$ cat config.mk
export PLATFORM = sky130hd
export DESIGN_NAME = instr_feeder
export DESIGN_NICKNAME = d
export VERILOG_FILES = /design/src/rtl/instr_feeder.sv
export SDC_FILE = /design/constraint.sdc
export NUM_CORES = 1
export LEC_CHECK = 0
export BUFFER_PORTS_ARGS = -buffer_cell sky130_fd_sc_hd__buf_2
export CORE_ASPECT_RATIO = 1.75
export CORE_MARGIN = 3
export CORE_UTILIZATION = 25
export CTS_CLUSTER_DIAMETER = 60
export DETAILED_ROUTE_END_ITERATION = 16
export HOLD_SLACK_MARGIN = 0.12
export PLACE_DENSITY_LB_ADDON = 0.08
export SLEW_MARGIN = 20
export SYNTH_ARGS = -nofsm -noshare
export SYNTH_HDL_FRONTEND = slang
export SYNTH_SLANG_ARGS = --single-unit
$ cat constraint.sdc
create_clock -name Clock -period 3.59 [get_ports Clock]
set_clock_uncertainty 0.15 [all_clocks]
set_input_delay 0.1795 -clock Clock [delete_from_list [all_inputs] [get_ports Clock]]
set_output_delay 0.1795 -clock Clock [all_outputs]
set_load 0.01 [all_outputs]
$ cat src/rtl/instr_feeder.sv
// Instruction feeder for proc: small writable program memory, a program counter and an
// issue/wait handshake that stops on program length, a stop request or a Done timeout.
module instr_feeder #(
    parameter int ADDR_W  = 5,
    parameter int TIMEOUT = 8
) (
    input  logic              Clock,
    input  logic              Resetn,
    input  logic              LoadEn,
    input  logic [ADDR_W-1:0] LoadAddr,
    input  logic [15:0]       LoadData,
    input  logic [ADDR_W:0]   ProgLen,
    input  logic              Start,
    input  logic              Stop,
    output logic [15:0]       DIN,
    output logic              Run,
    input  logic              Done,
    output logic              Busy,
    output logic              Halted,
    output logic              Fault,
    output logic [ADDR_W:0]   PC,
    output logic [15:0]       InstrCount
);

    // state | meaning
    // IDLE  | waiting for Start; memory writable
    // ISSUE | Run high, DIN carries mem[PC]
    // WAIT  | waiting for Done from the processor, timeout counter running
    // END   | program finished (Halted) or timed out (Fault); memory writable
    typedef enum logic [1:0] {S_IDLE, S_ISSUE, S_WAIT, S_END} state_t;

    state_t            state;
    logic [15:0]       mem [2**ADDR_W];
    logic [ADDR_W:0]   len_q;
    logic [ADDR_W:0]   pc_inc;
    logic [7:0]        tmo_cnt;
    logic              stop_pend;

    assign Busy   = (state == S_ISSUE) || (state == S_WAIT);
    assign Run    = (state == S_ISSUE);
    assign DIN    = (state == S_ISSUE) ? mem[PC[ADDR_W-1:0]] : 16'h0000;
    assign pc_inc = PC + (ADDR_W+1)'(1);

    // Memory is intentionally left out of reset so a program survives a processor restart.
    always_ff @(posedge Clock) begin
        if (LoadEn && ((state == S_IDLE) || (state == S_END)))
            mem[LoadAddr] <= LoadData;
    end

    always_ff @(posedge Clock) begin
        if (!Resetn) begin
            state      <= S_IDLE;
            PC         <= '0;
            InstrCount <= '0;
            Halted     <= 1'b0;
            Fault      <= 1'b0;
            len_q      <= '0;
            tmo_cnt    <= '0;
            stop_pend  <= 1'b0;
        end else begin
            case (state)
                S_IDLE, S_END: begin
                    if (!Stop && Start) begin
                        PC         <= '0;
                        InstrCount <= '0;
                        Fault      <= 1'b0;
                        len_q      <= ProgLen;
                        stop_pend  <= 1'b0;
                        if (ProgLen != '0) begin
                            Halted <= 1'b0;
                            state  <= S_ISSUE;
                        end else begin
                            Halted <= 1'b1;
                            state  <= S_END;
                        end
                    end
                end
                S_ISSUE: begin
                    tmo_cnt <= '0;
                    if (Stop)
                        stop_pend <= 1'b1;
                    state <= S_WAIT;
                end
                S_WAIT: begin
                    if (Done) begin
                        InstrCount <= InstrCount + 16'd1;
                        PC         <= pc_inc;
                        stop_pend  <= 1'b0;
                        if (pc_inc == len_q) begin
                            Halted <= 1'b1;
                            state  <= S_END;
                        end else if (stop_pend || Stop) begin
                            state <= S_IDLE;
                        end else begin
                            state <= S_ISSUE;
                        end
                    end else if (tmo_cnt == 8'(TIMEOUT - 1)) begin
                        Fault     <= 1'b1;
                        stop_pend <= 1'b0;
                        state     <= S_END;
                    end else begin
                        tmo_cnt <= tmo_cnt + 8'd1;
                        // a stop seen while executing is held until the instruction completes
                        if (Stop)
                            stop_pend <= 1'b1;
                    end
                end
                default: state <= S_IDLE;
            endcase
        end
    end

endmodule

==> impl_metrics.py <==
metrics = {
    "placed_design": {
        "numPortBuffers": 74,
        "place.gp.congestion": 0.704,
        "dp_hpwl_microns": 40100,
    },
    "timing": {
        "maxSlewHeadroom_pct": 41.5,
        "drv_slew": 0,
        "timing.fmax_mhz": 297,
        "hold_viol": 0,
        "finalCritPeriodShare_pct": 93.9,
        "grt_setup_unrepaired": "false",
        "setup_viol": 0,
        "worstMarginPinSlew_ns": 0.876,
        "fin_tns_setup_ns": 0,
        "min_period_ns": 3.37,
    },
    "clock_network": {
        "clock_latency_ns": 0.63,
        "numCtsBuffers": 58,
        "clkTransAtPathRegs_ns": 0.07,
        "cts_root_buf": "clkbuf_16",
        "cts-resized-gates": 0,
        "post-cts-setup-buffers": 0,
        "clk_path_buf_depth": 3,
        "cts_tree": "built",
        "cts_sinks": 558,
        "holdBufCountCts": 34,
        "cts.htree.levels": 2,
    },
    "drt": {
        "finalWirelength_microns": 62200,
        "antenna_left": 0,
        "vias": 11200,
        "viasPerCell": 4.49,
        "routedWlPerCell_microns": 25.0,
        "drt_iter0_drc": 579,
        "drc_errors": 0,
        "firstDrtPassIters": 4,
    },
    "setup_path": {
        "max_stage_delay_ns": 0.67,
        "start_kind": "flop",
        "path_buf_inv": 2,
        "reg2reg_depth": 7,
        "worst_path_max_delay_cell": "dfxtp_4",
        "cp.required_ns": 3.26,
        "crit_type": "flop to output pin",
        "cp.depth": 6,
        "crit_fanout": 22,
        "path_cells": "buf_4 -> mux4_2 -> mux2_2 -> o221ai_1 -> a221oi_1 -> buf_2",
        "cpLargestDelayFamily": "multiplexers",
        "endpoint_kind": "output pin",
        "arrival_ns": 3.04,
    },
    "global_routing": {
        "grt_pass1_vias": 12300,
        "grt_max_degree": 34,
        "grt_util_all_layers_pct": 13.8,
        "gr-total-overflow": 0,
        "grt_pass1_wl_microns": 90700,
        "antenna_found_initial": 1,
    },
    "yosys": {
        "netlist_instances": 1106,
        "synthDistinctLibCells": 54,
        "ys_warn_count": 0,
        "synth_nets": 1144,
        "synth_top_family_by_area": "multiplexers",
        "yosysSeqAreaShare_pct": 74.7,
        "synthSimpleGateAreaFrac_pct": 4.15,
        "synth_xor_xnor_area_share_pct": 1.00,
        "yosys.area_share.adder_pct": 0.287,
        "synthArstFlopShare_pct": 0,
        "muxShareOfSynthArea_pct": 14.8,
        "avgSynthCellArea_sq_um": 19.7,
        "synth_compound_area_share_pct": 3.44,
        "ys.flop_type": "edfxtp_1",
        "synth_seq_cells": 558,
        "synth_area_sq_um": 21800,
        "synth_edf_count": 512,
    },
    "layout": {
        "fin_nets": 1327,
        "synthToLayoutAreaGrowth_pct": 20.5,
        "nFillCells": 8421,
        "antennaDiodeCount": 0,
        "layout-drive-gt1-share_pct": 31.3,
        "final_util_pct": 30.5,
    },
    "pwr": {
        "power.leakage_nw": 8.11,
        "irDropWorstVdd_uv": 261,
        "power.density_nw_per_um2": 565,
    },
    "hold_path": {
        "hold_path_depth": 4,
        "holdCritPathClass": "input port to flop",
    },
    "floorplan": {
        "start_util_pct": 25.3,
        "die_h_microns": 397,
        "rows": 142,
        "die_area_sq_um": 91000,
        "io_pins": 75,
        "die_w_microns": 229,
        "core_sq_um": 86200,
    },
    "status": {
        "outcome": "finished, final reports clean",
    },
    "run": {
        "cap_violations": 0,
    },
}
-- cells in the mapped netlist, types with 3 or more instances --
cell type | count | area, sq um
o221ai_1 | 11 | 96.3
nand2_1 | 27 | 101
nor3_1 | 11 | 55.1
nor4_1 | 5 | 31.3
a21oi_1 | 11 | 55.1
o22ai_1 | 5 | 31.3
buf_1 | 4 | 15.0
ha_1 | 5 | 62.6
nand4_1 | 8 | 50.1
and3_1 | 3 | 18.8
or3_1 | 9 | 56.3
clkbuf_1 | 15 | 56.3
nand3b_1 | 3 | 22.5
edfxtp_1 | 512 | 15400
o21a_1 | 3 | 22.5
nand3_1 | 16 | 80.1
buf_6 | 6 | 67.6
mux2_2 | 13 | 146
xnor2_1 | 8 | 70.1
o22a_1 | 11 | 96.3
nor2b_1 | 6 | 37.5
buf_2 | 11 | 55.1
a221oi_1 | 11 | 96.3
a211oi_1 | 6 | 45.0
o21ai_0 | 24 | 120
o21ai_1 | 5 | 25.0
or2_2 | 4 | 25.0
inv_1 | 8 | 30.0
xor2_1 | 17 | 149
buf_4 | 18 | 135
nor2_1 | 85 | 319
mux2i_1 | 19 | 190
nand2b_1 | 8 | 50.1
mux4_2 | 128 | 2880
dfxtp_1 | 46 | 921
a21boi_0 | 3 | 22.5
-- state kept, by name, summed over array words and instances, names as in the netlist, named ones only --
signal / flops
tmo_cnt: 8
state: 2
Halted: 1
Fault: 1
len_q: 6
PC: 6
InstrCount: 16
mem: 512
stop_pend: 1
-- where the power goes --
| group | internal [W] | total (W) | switching, W |
|---|---|---|---|
| Clock | 0.00347 | 0.00615 | 0.00267 |
| Sequential | 0.00721 | 0.00728 | 0.0000637 |
| Combinational | 0.000515 | 0.00144 | 0.000921 |
| Total | 0.0112 | 0.0149 | 0.00366 |
-- per-stage QoR --
stage	cell area (sq um)	std cells	hold WS (ns)	power, W	worst slack (ns)
global placement	24000	2347	0.282	0.00886	0.744
detailed placement	24000	2347	0.294	0.00886	0.742
global route	26300	2490	0.173	0.0155	0.00943
CTS	26300	2490	0.153	0.0151	0.0761
floorplan	21800	1106	0.128	0.00821	0.943
finish	26300	2490	0.192	0.0149	0.221
-- layer usage --
metal,vias to the layer above,GRT usage [%],wire length [microns]
li1,4908,-,-
met1,5990,16.1,24500
met2,200,26.3,34500
met3,77,1.86,1840
met4,0,3.75,1400
met5,-,0,0
-- worst register-to-register path, cell delays in order (launching register included) --
cell and delay, ns:
dfxtp_1 0.37, inv_1 0.06, ha_1 0.53, nand2_1 0.15, nor2_1 0.11, nand2_1 0.29, nor2_2 0.48, buf_4 0.33
-- layout by cell type, fill, tap and decap left out, types with 8 or more instances in the layout --
cell type,instances
nand2_1,27
xnor2_1,8
mux2i_1,19
nor2_2,33
xor2_1,17
buf_4,59
clkbuf_16,58
o22a_1,11
or3_1,9
a221oi_1,11
buf_2,74
buf_12,10
dlygate4sd3_1,34
dfxtp_1,43
nor3_1,11
a21oi_1,11
edfxtp_1,512
o221ai_1,11
clkinv_2,12
mux2_2,13
nor2_1,52
o21ai_0,24
mux4_2,128
clkbuf_1,12
inv_1,8
nand4_1,8
nand2b_1,8
clkinv_1,8
nand3_1,16
-- cell families (layout without fill, tap and decap cells) --
| logic type | after synthesis | after routing |
|---|---|---|
| multiplexers | 161 | 161 |
| flip-flops | 558 | 558 |
| AO/OA/AOI/OAI | 103 | 103 |
| XOR/XNOR | 25 | 25 |
| AND/OR/NAND/NOR | 192 | 192 |
| buffers and inverters | 62 | 294 |
| adder cells (fa/ha/maj) | 5 | 5 |
-- final timing paths --
kind	start	endpoint	slack [ns]
worst max-delay path	flop	DIN[1]	0.22
worst min-delay path	ProgLen[5]	len_q[5]$_SDFFE_PN0P_	0.19
worst max register to register	state[0]$_SDFFE_PN0P_	mem[21][2]$_DFFE_PP_	0.79
worst min register to register	Fault$_SDFFE_PN0P_	Fault$_SDFFE_PN0P_	0.33
-- layout make-up --
cell class,instances,area (sq um),share of cell area (%)
Inverter,8,30.0,0.114
Clock inverter,37,392,1.49
Tap cell,1152,1440,5.48
Sequential cell,558,16300,62.0
Timing Repair Buffer,177,1350,5.15
Multi-Input combinational cell,486,5250,20.0
Clock buffer,72,1520,5.80
Power figures use the tool's default switching activity.
